## src/rtl/mux8_rr_collect_pkg.sv

```systemverilog
// Shared constants and helpers for the 8-channel round-robin collector.
package mux8_rr_collect_pkg;

    localparam int NUM_CH     = 8;
    localparam int SEL_W      = 3;
    localparam int DATA_W_DEF = 16;

    // Rotate right so that bit 'n' of v lands at bit 0.
    function automatic logic [NUM_CH-1:0] rot_r8(input logic [NUM_CH-1:0] v,
                                                  input logic [SEL_W-1:0]  n);
        logic [2*NUM_CH-1:0] w_dbl;
        w_dbl = {v, v} >> n;
        return w_dbl[NUM_CH-1:0];
    endfunction

endpackage

```

## src/rtl/mux8_rr_collect_rr_pick8.sv

```systemverilog
// Combinational round-robin picker: first requester at or after ptr (mod 8).
// Rotate so ptr sits at bit 0, take the lowest set bit, rotate the index back.
module rr_pick8
    import mux8_rr_collect_pkg::*;
(
    input  logic [NUM_CH-1:0] req,
    input  logic [SEL_W-1:0]  ptr,
    output logic [NUM_CH-1:0] gnt,
    output logic [SEL_W-1:0]  gnt_idx,
    output logic              any
);

    logic [NUM_CH-1:0] w_rot;
    logic [SEL_W-1:0]  w_pos;

    always_comb begin
        w_rot = rot_r8(req, ptr);
        w_pos = '0;
        for (int k = NUM_CH - 1; k >= 0; k--) begin
            if (w_rot[k]) w_pos = SEL_W'(k);
        end
        any     = |req;
        gnt_idx = w_pos + ptr;
        gnt     = any ? (NUM_CH'(1) << gnt_idx) : '0;
    end

endmodule

```

## src/rtl/mux8_rr_collect.sv

```systemverilog
// 8-to-1 round-robin collector: merges eight sample streams, tags each word with its source.
// One-entry registered output; accepts a new word whenever empty or draining this cycle.
module mux8_rr_collect
    import mux8_rr_collect_pkg::*;
#(
    parameter int DATA_W = DATA_W_DEF
) (
    input  logic                     clk,
    input  logic                     reset,
    input  logic [NUM_CH*DATA_W-1:0] in_data,
    input  logic [NUM_CH-1:0]        in_valid,
    output logic [NUM_CH-1:0]        in_ready,
    output logic [DATA_W-1:0]        out_data,
    output logic [SEL_W-1:0]         out_sel,
    output logic                     out_valid,
    input  logic                     out_ready
);

    logic [SEL_W-1:0]  r_rr_ptr;
    logic [DATA_W-1:0] r_out_data;
    logic [SEL_W-1:0]  r_out_sel;
    logic              r_out_valid;

    logic [NUM_CH-1:0] w_gnt;
    logic [SEL_W-1:0]  w_gnt_idx;
    logic              w_any;
    logic              w_load_en;
    logic              w_accept;

    rr_pick8 u_pick (
        .req     (in_valid),
        .ptr     (r_rr_ptr),
        .gnt     (w_gnt),
        .gnt_idx (w_gnt_idx),
        .any     (w_any)
    );

    // Reset suppresses the handshake so no upstream word is lost during reset.
    assign w_load_en = !r_out_valid || out_ready;
    assign w_accept  = w_any && w_load_en && !reset;
    assign in_ready  = w_accept ? w_gnt : '0;

    always_ff @(posedge clk) begin
        if (reset) begin
            r_out_valid <= 1'b0;
            r_out_data  <= '0;
            r_out_sel   <= '0;
            r_rr_ptr    <= '0;
        end else if (w_accept) begin
            r_out_valid <= 1'b1;
            r_out_data  <= in_data[w_gnt_idx*DATA_W +: DATA_W];
            r_out_sel   <= w_gnt_idx;
            r_rr_ptr    <= w_gnt_idx + SEL_W'(1);
        end else if (out_ready) begin
            r_out_valid <= 1'b0;
        end
    end

    assign out_data  = r_out_data;
    assign out_sel   = r_out_sel;
    assign out_valid = r_out_valid;

endmodule
```

## config.mk

```make
export PLATFORM = sky130hd
export DESIGN_NAME = mux8_rr_collect
export DESIGN_NICKNAME = d
export VERILOG_FILES = /design/src/rtl/mux8_rr_collect_pkg.sv /design/src/rtl/mux8_rr_collect_rr_pick8.sv /design/src/rtl/mux8_rr_collect.sv
export SDC_FILE = /design/constraint.sdc
export NUM_CORES = 1
export LEC_CHECK = 0
export BUFFER_PORTS_ARGS = -buffer_cell sky130_fd_sc_hd__buf_4
export CAP_MARGIN = 25
export CORE_MARGIN = 1
export CORE_UTILIZATION = 48
export CTS_CLUSTER_SIZE = 40
export DETAILED_ROUTE_END_ITERATION = 12
export MAX_ROUTING_LAYER = met4
export PLACE_DENSITY = 0.88
export SETUP_SLACK_MARGIN = 0.05
export SYNTH_ARGS = -nofsm -noshare
export SYNTH_HDL_FRONTEND = slang
export SYNTH_SLANG_ARGS = --single-unit
```

## constraint.sdc

```tcl
create_clock -name clk -period 14 [get_ports clk]
set_input_delay 4.2 -clock clk [delete_from_list [all_inputs] [get_ports clk]]
set_output_delay 4.2 -clock clk [all_outputs]
set_load 0.01 [all_outputs]
```

==> results.cfg, run 1 <==
[setup_path]
regToRegSetupSlack_ps = 9550
criticalPathCategory = in2out
worstSetupStartpointType = input port
end_of_the_worst_register_to_register_path = out_data[0]$_SDFFE_PP0P_
slowest_delay_ps = 650
cell_chain_critical_path = buf_4, nor2_1, a211oi_1, or4_4, o21ai_0, nand2_1, fa_2, xnor2_2, xnor2_2, inv_2, ha_1, and2_1, buf_4
crit_path_max_fanout = 22
timing.critical_path.from = in_valid[7]
worstRegToRegCells = 11
endpoint_kind = output port
cp_slowest_cell = sky130_fd_sc_hd__xnor2_2
crit-reg2reg-launch = r_rr_ptr[1]$_SDFFE_PP0P_
required_ps = 9800
worst_ep_arrival_time_ps = 7660
worstSetupEndpoint = in_ready[7]

[clocking]
cts_tree = built
postCtsSetupRepairBufs = 0
path_clk_slew_ps = 90
cts_repair_resize_count = 0
clockBufferDepth = 2
htreeDepth = 1
insertion_delay_ps = 280
cts.root.buffer_cell = sky130_fd_sc_hd__clkbuf_8
post_cts_hold_buffer_count = 0
tritoncts_num_sinks = 23
tritoncts.num_buffers = 3

[global_route]
globalRouteTotalUtil = 0.287
globalRouteMet3Util = 0.0400
globalRoute.busiestLayer = met2
pin_count_of_the_biggest_net_entering_global_routing = 50
grt_pass1_vias = 2876
globalRoute.totalOverflow = 0
globalRouteMet1Util = 0.327
grt_antenna_before_repair = 0
groute.layer.met2.usage = 0.513
grt_pass1_wl_um = 13300

[sta]
worst_pin_slew_ps = 980
finalClockSkew_ps = 2.92
max-slew-margin-rel = 0.347
finalHoldViolations = 0
finalWorstPathRequiredPeriod_ps = 11860
finalSetupViolations = 0
tns_ps = 0
fmax_mhz = 84.3
post-route-period-util = 0.847
postLayoutSetupSlackWorst_ps = 2140
slew_viol_final = 0
rsz0062_at_grt = false

[yosys]
synth_compound_gate_area_share = 0.130
synth_area_sq_um = 2740
synthesis.area_per_instance_sq_um = 8.69
synth.yosys.seq_area_share = 0.168
synth_fa_ha_area_frac = 0.0165
synth_net_count = 457
main_combinational_cell_family_by_area_after_synthesis = multiplexers
xor_xnor_fraction_of_synth_area = 0.0155
post_synthesis_instance_total = 315
yosysWarnings = 0
yosys-mux-area-fraction = 0.334
yosys.cell_types.count = 42
synth_simple_gate_area_frac = 0.264
synth_seq_cells = 23

[finish]
n_antenna_cell = 0
layout.cells.most_common = sky130_fd_sc_hd__buf_4
synthToLayoutAreaGrowth_pct = 47.3
nFillCells = 392
most_frequent_cells_in_the_layout = sky130_fd_sc_hd__buf_4, sky130_fd_sc_hd__nand2_1, sky130_fd_sc_hd__nor2_1
layout.nets = 602
final_layout_size_suffix_gt1_frac = 0.503

[power]
power_density_of_the_placed_cells_nw_per_um2 = 192
static-leakage-power_nw = 1.86
vdd_drop_max_uv = 156

[placement]
dp.final_hpwl_um = 6720
preCtsSetupSlack_ps = 2160
io_buffers = 166
globalplace.congestion = 0.819

[floorplanning]
floorplan.rows = 27
num_io_pins = 167
core_area_sq_um = 5510
initial_util = 0.497
die_outline_area_sq_um = 6010
die_width_um = 77.5
floorplan.die.height_um = 77.5

[routing]
postRouteAntennaNets = 0
post_drt_wl_per_cell_um = 16.3
route.detailed.drc = 0
drt_pass1_iterations = 4
first_iter_violations = 178
dr_vias_cell = 5.70
postRouteWirelength_um = 8660
vias = 3025

[worst_hold_path]
min_path_type = reg2reg

[flow_run]
max-cap-violations = 0

[status]
status = finished clean
[worst min-delay path by stage]
stage / start / end / depth (start not counted)
floorplan: out_sel[0]$_SDFFE_PP0P_ / out_sel[0]$_SDFFE_PP0P_ / 2
detailed placement: out_data[7]$_SDFFE_PP0P_ / out_data[7]$_SDFFE_PP0P_ / 2
CTS: out_sel[0]$_SDFFE_PP0P_ / out_sel[0]$_SDFFE_PP0P_ / 2
finish: out_data[7]$_SDFFE_PP0P_ / out_data[7]$_SDFFE_PP0P_ / 2
global route: out_data[7]$_SDFFE_PP0P_ / out_data[7]$_SDFFE_PP0P_ / 2
global placement: out_data[7]$_SDFFE_PP0P_ / out_data[7]$_SDFFE_PP0P_ / 2
[per-stage QoR]
step                hold WS, ps  cells  power [mW]  cell area (sq um)  utilization
finish                      484    531       0.776               4030        0.732
floorplan                   494    315       0.584               2740            -
global route                499    531       0.831               4030        0.732
detailed placement          450    524       0.724               3960        0.718
CTS                         483    528       0.769               4000        0.727
global placement            452    524       0.713               3960        0.718
[worst max-delay path, delay by kind of cell]
family,cells,cell delay [ps]
AO/OA/AOI/OAI,2,310
XOR/XNOR,2,860
adder cells (fa/ha/maj),2,640
AND/OR/NAND/NOR,4,1020
buffers and inverters,3,640
[area by class of cell]
type / instances / area [sq um] / share of cell area
flip-flops and latches: 23 / 460 / 0.114
clock inverters: 1 / 5.00 / 0.00124
clock buffers: 3 / 41.3 / 0.0102
multi-input cells: 252 / 2110 / 0.523
well taps: 72 / 90.1 / 0.0223
inverters: 9 / 33.8 / 0.00838
repair buffers: 171 / 1290 / 0.320
[metal layers]
| metal | vias to the layer above | part of all wire | routed length [um] |
|---|---|---|---|
| li1 | 1447 | - | - |
| met1 | 1434 | 0.40 | 3430 |
| met2 | 130 | 0.53 | 4600 |
| met3 | 14 | 0.055 | 474 |
| met4 | 0 | 0.018 | 158 |
| met5 | - | 0 | 0 |
[cell usage after synthesis, drive strengths merged]
cell,count,share of area
a2111oi,2,0.0064
a211oi,6,0.016
a21o,1,0.0027
a21oi,7,0.013
a221o,1,0.0037
a311oi,2,0.0064
a31oi,1,0.0023
and2,3,0.0069
buf,15,0.037
clkbuf,16,0.022
dfxtp,23,0.17
fa,1,0.0073
ha,2,0.0091
inv,9,0.012
mux2i,17,0.062
mux4,33,0.27
nand2,53,0.073
nand2b,4,0.0091
nand3,2,0.0037
nand3b,1,0.0027
nor2,47,0.064
nor2b,3,0.0069
nor3,17,0.035
nor3b,7,0.030
nor4,7,0.016
nor4b,2,0.0087
o211a,1,0.0037
o211ai,17,0.058
o21a,1,0.0027
o21ai,7,0.013
o31ai,1,0.0027
or4,2,0.0082
xnor2,3,0.012
xor2,1,0.0032
[power breakdown]
group          internal [mW]  switching (mW)  leakage, nW
clock network         0.0200          0.0247       0.0255
logic                  0.312           0.301         1.65
registers             0.0916          0.0261        0.191
total                  0.424           0.352         1.86
[logic make-up after synthesis]
| logic type | Yosys count |
|---|---|
| compound gates | 47 |
| xor+xnor | 4 |
| fa+ha+maj | 3 |
| buf+inv | 40 |
| flops | 23 |
| mux | 50 |
| simple gates | 148 |
[sequential cells by signal, indices dropped and copies added (netlist names)]
name and cells:
out_sel 3, out_valid 1, r_rr_ptr 3, out_data 16
Power figures use the tool's default switching activity.
==> run 2, diff against run 1 <==
--- a/config.mk
+++ b/config.mk
@@ -8,11 +8,11 @@
 export BUFFER_PORTS_ARGS = -buffer_cell sky130_fd_sc_hd__buf_4
 export CAP_MARGIN = 25
 export CORE_MARGIN = 1
-export CORE_UTILIZATION = 48
+export CORE_UTILIZATION = 44
 export CTS_CLUSTER_SIZE = 40
 export DETAILED_ROUTE_END_ITERATION = 12
 export MAX_ROUTING_LAYER = met4
-export PLACE_DENSITY = 0.88
+export PLACE_DENSITY = 0.82
 export SETUP_SLACK_MARGIN = 0.05
 export SYNTH_ARGS = -nofsm -noshare
 export SYNTH_HDL_FRONTEND = slang
==> constraint.sdc (replaced) <==
create_clock -name clk -period 12.2 [get_ports clk]
set_input_delay 3.66 -clock clk [delete_from_list [all_inputs] [get_ports clk]]
set_output_delay 3.66 -clock clk [all_outputs]
set_load 0.01 [all_outputs]
==> results.cfg, run 2 (synthesized netlist as in run 1, its figures left out) <==
[finish]
layout.cells.non_filler = 534
most_frequent_cells_in_the_layout = sky130_fd_sc_hd__buf_4, sky130_fd_sc_hd__nand2_1, sky130_fd_sc_hd__nor2_1
n_antenna_cell = 0
layout.cells.most_common = sky130_fd_sc_hd__buf_4
final_layout_size_suffix_gt1_frac = 0.503
largest_register_ffs = 16
synthToLayoutAreaGrowth_pct = 47.6
layout.nets = 602
nFillCells = 476

[setup_path]
slowest_delay_ps = 660
cell_chain_critical_path = buf_4, nor2_1, a211oi_1, or4_4, o21ai_0, nand2_1, fa_2, xnor2_2, xnor2_2, inv_2, ha_1, and2_1, buf_4
cp.buffers_inverters = 3
end_of_the_worst_register_to_register_path = out_data[15]$_SDFFE_PP0P_
worst_path_dominant_cell_family = simple AND/OR/NAND/NOR gates
crit-reg2reg-launch = r_rr_ptr[1]$_SDFFE_PP0P_
worstRegToRegCells = 11
worst_ep_arrival_time_ps = 7100
criticalPathCategory = in2out
crit_path_max_fanout = 22
worstSetupStartpointType = input port
cp_slowest_cell = sky130_fd_sc_hd__xnor2_2
required_ps = 8540
regToRegSetupSlack_ps = 7750
endpoint_kind = output port

[clocking]
cts_tree = built
htreeDepth = 1
insertion_delay_ps = 260
tritoncts.num_buffers = 3
path_clk_slew_ps = 80
post_cts_hold_buffer_count = 0
clockBufferDepth = 2
cts_repair_resize_count = 0
tritoncts_num_sinks = 23
cts.root.buffer_cell = sky130_fd_sc_hd__clkbuf_8
postCtsSetupRepairBufs = 0

[sta]
rsz0062_at_grt = false
max-slew-margin-rel = 0.348
fmax_mhz = 92.9
tns_ps = 0
slew_viol_final = 0
finalWorstPathRequiredPeriod_ps = 10760
final.hold.worst_slack_ps = 480
finalHoldViolations = 0
worst_pin_slew_ps = 978
finalSetupViolations = 0
finalClockSkew_ps = 5.07
post-route-period-util = 0.882

[global_route]
globalRouteTotalUtil = 0.264
grt_antenna_before_repair = 0
grt_pass1_vias = 2804
grt_pass1_wl_um = 13100
globalRoute.totalOverflow = 0
pin_count_of_the_biggest_net_entering_global_routing = 50

[worst_hold_path]
min_path_type = reg2reg
hold_startpoint = out_data[3]$_SDFFE_PP0P_
worstHoldPathCells = 2
whs_endpoint = out_data[3]$_SDFFE_PP0P_

[power]
vdd_drop_max_uv = 162
power_density_of_the_placed_cells_nw_per_um2 = 220
static-leakage-power_nw = 1.86
final_total_power_mw = 0.887

[placement]
dp.final_hpwl_um = 6920
placedCellCount = 528
io_buffers = 166
globalplace.congestion = 0.888

[floorplanning]
die_width_um = 80.9
floorplan.rows = 28
num_io_pins = 167
floorplan.die.height_um = 80.9
initial_util = 0.460
die_outline_area_sq_um = 6540
core_area_sq_um = 5960

[routing]
postRouteWirelength_um = 8830
dr_vias_cell = 5.63
vias = 3004
route.detailed.drc = 0
post_drt_wl_per_cell_um = 16.5
postRouteAntennaNets = 0
first_iter_violations = 223
drt_pass1_iterations = 4

[flow_run]
max-cap-violations = 0

[status]
status = finished clean
[run 2: how the worst max path moves through the flow]
stage                startpoint     endpoint  slack, ps  cells after the start
CTS                 in_valid[7]  in_ready[7]       1460                     13
global placement    in_valid[7]  in_ready[7]       1510                     13
detailed placement  in_valid[7]  in_ready[7]       1480                     13
finish              in_valid[7]  in_ready[7]       1440                     13
global route        in_valid[7]  in_ready[7]       1170                     13
floorplan           in_valid[1]  in_ready[7]       1960                     13
[run 2: metrics by stage]
step                 util  setup slack [ps]  cell area, sq um
floorplan               -              1960              2740
global placement    0.665              1510              3960
detailed placement  0.667              1480              3970
CTS                 0.675              1460              4020
global route        0.678              1170              4040
finish              0.678              1440              4040
[run 2: area by class of cell]
type	count	area [sq um]	share of cell area
Clock buffer	3	41.3	0.0102
Clock inverter	1	5.00	0.00124
Inverter	9	33.8	0.00836
Multi-Input combinational cell	252	2110	0.522
Sequential cell	23	460	0.114
Tap cell	75	93.8	0.0232
Timing Repair Buffer	171	1290	0.321
[run 2: report_power, final]
part           total, mW  internal (mW)  switching (mW)  leakage (nW)
Sequential         0.135          0.105          0.0299         0.191
Combinational      0.705          0.358           0.347          1.65
Clock             0.0472         0.0228          0.0244        0.0255
Total              0.887          0.486           0.401          1.86
[run 2: worst register-to-register path, cell delays in order, from the launching register on]
cell and delay [ps]:
sky130_fd_sc_hd__dfxtp_1 910, sky130_fd_sc_hd__nor3b_2 340, sky130_fd_sc_hd__nor3_1 80, sky130_fd_sc_hd__or4_4 550
sky130_fd_sc_hd__o21ai_0 170, sky130_fd_sc_hd__nand2_1 100, sky130_fd_sc_hd__fa_2 1230, sky130_fd_sc_hd__mux4_2 440
sky130_fd_sc_hd__nand2_1 120, sky130_fd_sc_hd__nor2_1 50, sky130_fd_sc_hd__mux2i_1 220, sky130_fd_sc_hd__o211ai_1 120
[run 2: layer usage]
layer | vias to the layer above | routed length [um] | GRT usage
met5 | - | 0 | -
li1 | 1450 | - | -
met1 | 1394 | 3570 | 0.340
met2 | 144 | 4480 | 0.431
met3 | 16 | 603 | 0.0404
met4 | 0 | 171 | 0.0696
==> run 3, diff against run 2 <==
--- a/config.mk
+++ b/config.mk
@@ -5,10 +5,11 @@
 export SDC_FILE = /design/constraint.sdc
 export NUM_CORES = 1
 export LEC_CHECK = 0
+export ABC_AREA = 1
 export BUFFER_PORTS_ARGS = -buffer_cell sky130_fd_sc_hd__buf_4
 export CAP_MARGIN = 25
 export CORE_MARGIN = 1
-export CORE_UTILIZATION = 44
+export CORE_UTILIZATION = 42
 export CTS_CLUSTER_SIZE = 40
 export DETAILED_ROUTE_END_ITERATION = 12
 export MAX_ROUTING_LAYER = met4
==> results.cfg, run 3 <==
[clocking]
clockBufferDepth = 2
cts.root.buffer_cell = sky130_fd_sc_hd__clkbuf_8
tritoncts.num_buffers = 3
cts_tree = built
tritoncts_num_sinks = 23
postCtsSetupRepairBufs = 0
post_cts_hold_buffer_count = 0
cts_repair_resize_count = 0
path_clk_slew_ps = 80
insertion_delay_ps = 260
htreeDepth = 1

[finish]
layout.cells.non_filler = 579
most_frequent_cells_in_the_layout = sky130_fd_sc_hd__buf_4, sky130_fd_sc_hd__nand2_1, sky130_fd_sc_hd__nand3_1
n_antenna_cell = 0
layout.cells.most_common = sky130_fd_sc_hd__buf_4
layout.nets = 652
stdcell_area_sq_um = 3590
multi_input_area_sq_um = 1660
area_used_by_sequential_logic_in_the_layout_sq_um = 460
nFillCells = 477
synthToLayoutAreaGrowth_pct = 53.9
utilization = 0.686
final_layout_size_suffix_gt1_frac = 0.420
largest_register_ffs = 16

[yosys]
yosys.cell_types.count = 36
synth_largest_area_cell = sky130_fd_sc_hd__dfxtp_1
synth_edf_count = 0
async_reset_ff_frac = 0
synth.yosys.seq_area_share = 0.197
yosysWarnings = 0
synth_area_sq_um = 2330
post-synth-top-count-cell = sky130_fd_sc_hd__nand2_1
synth.cells.most_frequent = sky130_fd_sc_hd__nand2_1, sky130_fd_sc_hd__nand3_1, sky130_fd_sc_hd__a221oi_1
yosysTopAreaCellShare = 0.197
synth_area_leaders = sky130_fd_sc_hd__dfxtp_1, sky130_fd_sc_hd__nand2_1, sky130_fd_sc_hd__nand3_1
synthesis.area_per_instance_sq_um = 6.46
synth_ff_type = sky130_fd_sc_hd__dfxtp_1
post_synthesis_instance_total = 361
synth_net_count = 503
synth_seq_cells = 23

[power]
netSwitchingFraction = 0.543
power_frac_clock = 0.046
static-leakage-power_nw = 1.86
power_density_of_the_placed_cells_nw_per_um2 = 286
combinationalPowerShare = 0.826
net_switching_component_of_the_power_mw = 0.558
power.internal_mw = 0.470
power.share.sequential = 0.128
vdd_drop_max_uv = 221

[sta]
max-slew-margin-rel = 0.301
finalClockSkew_ps = 2.30
fmax_mhz = 94.7
slew_viol_final = 0
final.hold.worst_slack_ps = 475
post-route-period-util = 0.866
worst_pin_slew_ps = 1050
finalWorstPathRequiredPeriod_ps = 10560
rsz0062_at_grt = false
tns_ps = 0
finalSetupViolations = 0
finalHoldViolations = 0

[placement]
placedCellCount = 575
detailed_place.area_sq_um = 3550
io_buffers = 166
globalplace.congestion = 0.906
dp.final_hpwl_um = 7180

[floorplanning]
floorplan.rows = 26
die_width_um = 76.5
initial_util = 0.446
core_area_sq_um = 5240
num_io_pins = 167
floorplan.die.height_um = 76.5
die_outline_area_sq_um = 5860

[routing]
postRouteAntennaNets = 0
drt_pass1_iterations = 5
first_iter_violations = 200
postRouteWirelength_um = 9080
route.detailed.drc = 0
post_drt_wl_per_cell_um = 15.7
dr_vias_cell = 5.55
vias = 3214

[flow_run]
max-cap-violations = 0

[setup_path]
required_ps = 8540
crit_path_max_fanout = 33
worst_ep_arrival_time_ps = 6900
worstSetupStartpointType = input port
endpoint_kind = output port
criticalPathCategory = in2out

[global_route]
pin_count_of_the_biggest_net_entering_global_routing = 34
globalRouteTotalUtil = 0.313
grt_pass1_vias = 3066
grt_antenna_before_repair = 0
grt_pass1_wl_um = 14400
globalRoute.totalOverflow = 0

[worst_hold_path]
min_path_type = reg2reg

[status]
status = finished clean
run 3: cell count changes after synthesis, moves of 11 or more:
| cell | before | now |
|---|---|---|
| sky130_fd_sc_hd__a221oi_1 | 0 | 30 |
| sky130_fd_sc_hd__a22o_1 | 0 | 15 |
| sky130_fd_sc_hd__mux2i_1 | 17 | 0 |
| sky130_fd_sc_hd__mux4_2 | 33 | 0 |
| sky130_fd_sc_hd__nand2_1 | 53 | 112 |
| sky130_fd_sc_hd__nand2_2 | 0 | 22 |
| sky130_fd_sc_hd__nand3_1 | 2 | 68 |
| sky130_fd_sc_hd__nor2_1 | 47 | 11 |
| sky130_fd_sc_hd__nor3_1 | 15 | 1 |
| sky130_fd_sc_hd__o211ai_1 | 11 | 0 |
run 3: worst max-delay path, cell delays in order:
cell                       delay [ps]
sky130_fd_sc_hd__buf_4            100
sky130_fd_sc_hd__nand2_1           80
sky130_fd_sc_hd__nand3_1          140
sky130_fd_sc_hd__nand3_1           70
sky130_fd_sc_hd__nand2_1          120
sky130_fd_sc_hd__a31oi_1           60
sky130_fd_sc_hd__o21ai_0          180
sky130_fd_sc_hd__nand2_1           70
sky130_fd_sc_hd__a21boi_0         170
sky130_fd_sc_hd__ha_1             170
sky130_fd_sc_hd__inv_1             50
sky130_fd_sc_hd__fa_1             500
sky130_fd_sc_hd__inv_1            110
sky130_fd_sc_hd__nand2_1           80
sky130_fd_sc_hd__inv_1            760
sky130_fd_sc_hd__ha_1             290
sky130_fd_sc_hd__inv_1             50
sky130_fd_sc_hd__nor2_1           100
sky130_fd_sc_hd__buf_4            130
run 3: worst paths after layout:
check / endpoint / slack, ps / start / cells after the start
max reg2reg: out_data[2]$_SDFFE_PP0P_ / 8210 / r_rr_ptr[1]$_SDFFE_PP0P_ / 20
min reg2reg: out_data[13]$_SDFFE_PP0P_ / 480 / out_data[13]$_SDFFE_PP0P_ / 2
max: in_ready[7] / 1640 / in_valid[2] / 19
min: out_data[13]$_SDFFE_PP0P_ / 480 / out_data[13]$_SDFFE_PP0P_ / 2
run 3: kinds of logic (layout without fill, tap and decap cells):
| family | after synthesis | after routing | share of synthesized area |
|---|---|---|---|
| flip-flops | 23 | 23 | 0.197 |
| AND/OR/NAND/NOR | 231 | 231 | 0.476 |
| adder cells (fa/ha/maj) | 3 | 3 | 0.0193 |
| buffers and inverters | 42 | 190 | 0.0938 |
| AO/OA/AOI/OAI | 61 | 61 | 0.210 |
| XOR/XNOR | 1 | 1 | 0.00375 |
run 3: power groups by stage:
| stage | clock network [mW] | registers, mW | logic [mW] |
|---|---|---|---|
| final | 0.0468 | 0.132 | 0.849 |
| after global routing | 0.0513 | 0.136 | 0.932 |
| after CTS | 0.0470 | 0.132 | 0.837 |
| after detailed placement | 0 | 0.133 | 0.836 |
| after global placement | 0 | 0.132 | 0.827 |
| after floorplan | 0 | 0.135 | 0.623 |
run 3: routing by layer:
metal  wire [um]  vias up  global-route usage  part of all wire
li1            -     1566                   -                 -
met4         309        0               0.156             0.034
met3         607       26              0.0371             0.067
met2        4300      178               0.493              0.47
met5           0        -                   -                 0
met1        3860     1444               0.393              0.43
run 3: final cells by class:
class / instances / share of cell area
inverters: 17 / 0.0206
repair buffers: 169 / 0.353
clock buffers: 4 / 0.0125
multi-input cells: 296 / 0.461
flip-flops and latches: 23 / 0.128
well taps: 70 / 0.0244
run 3: stage by stage:
stage | power, mW | worst slack (ps)
floorplan | 0.758 | 2500
global placement | 0.960 | 1850
detailed placement | 0.969 | 1710
CTS | 1.02 | 1690
global route | 1.12 | 1350
finish | 1.03 | 1640
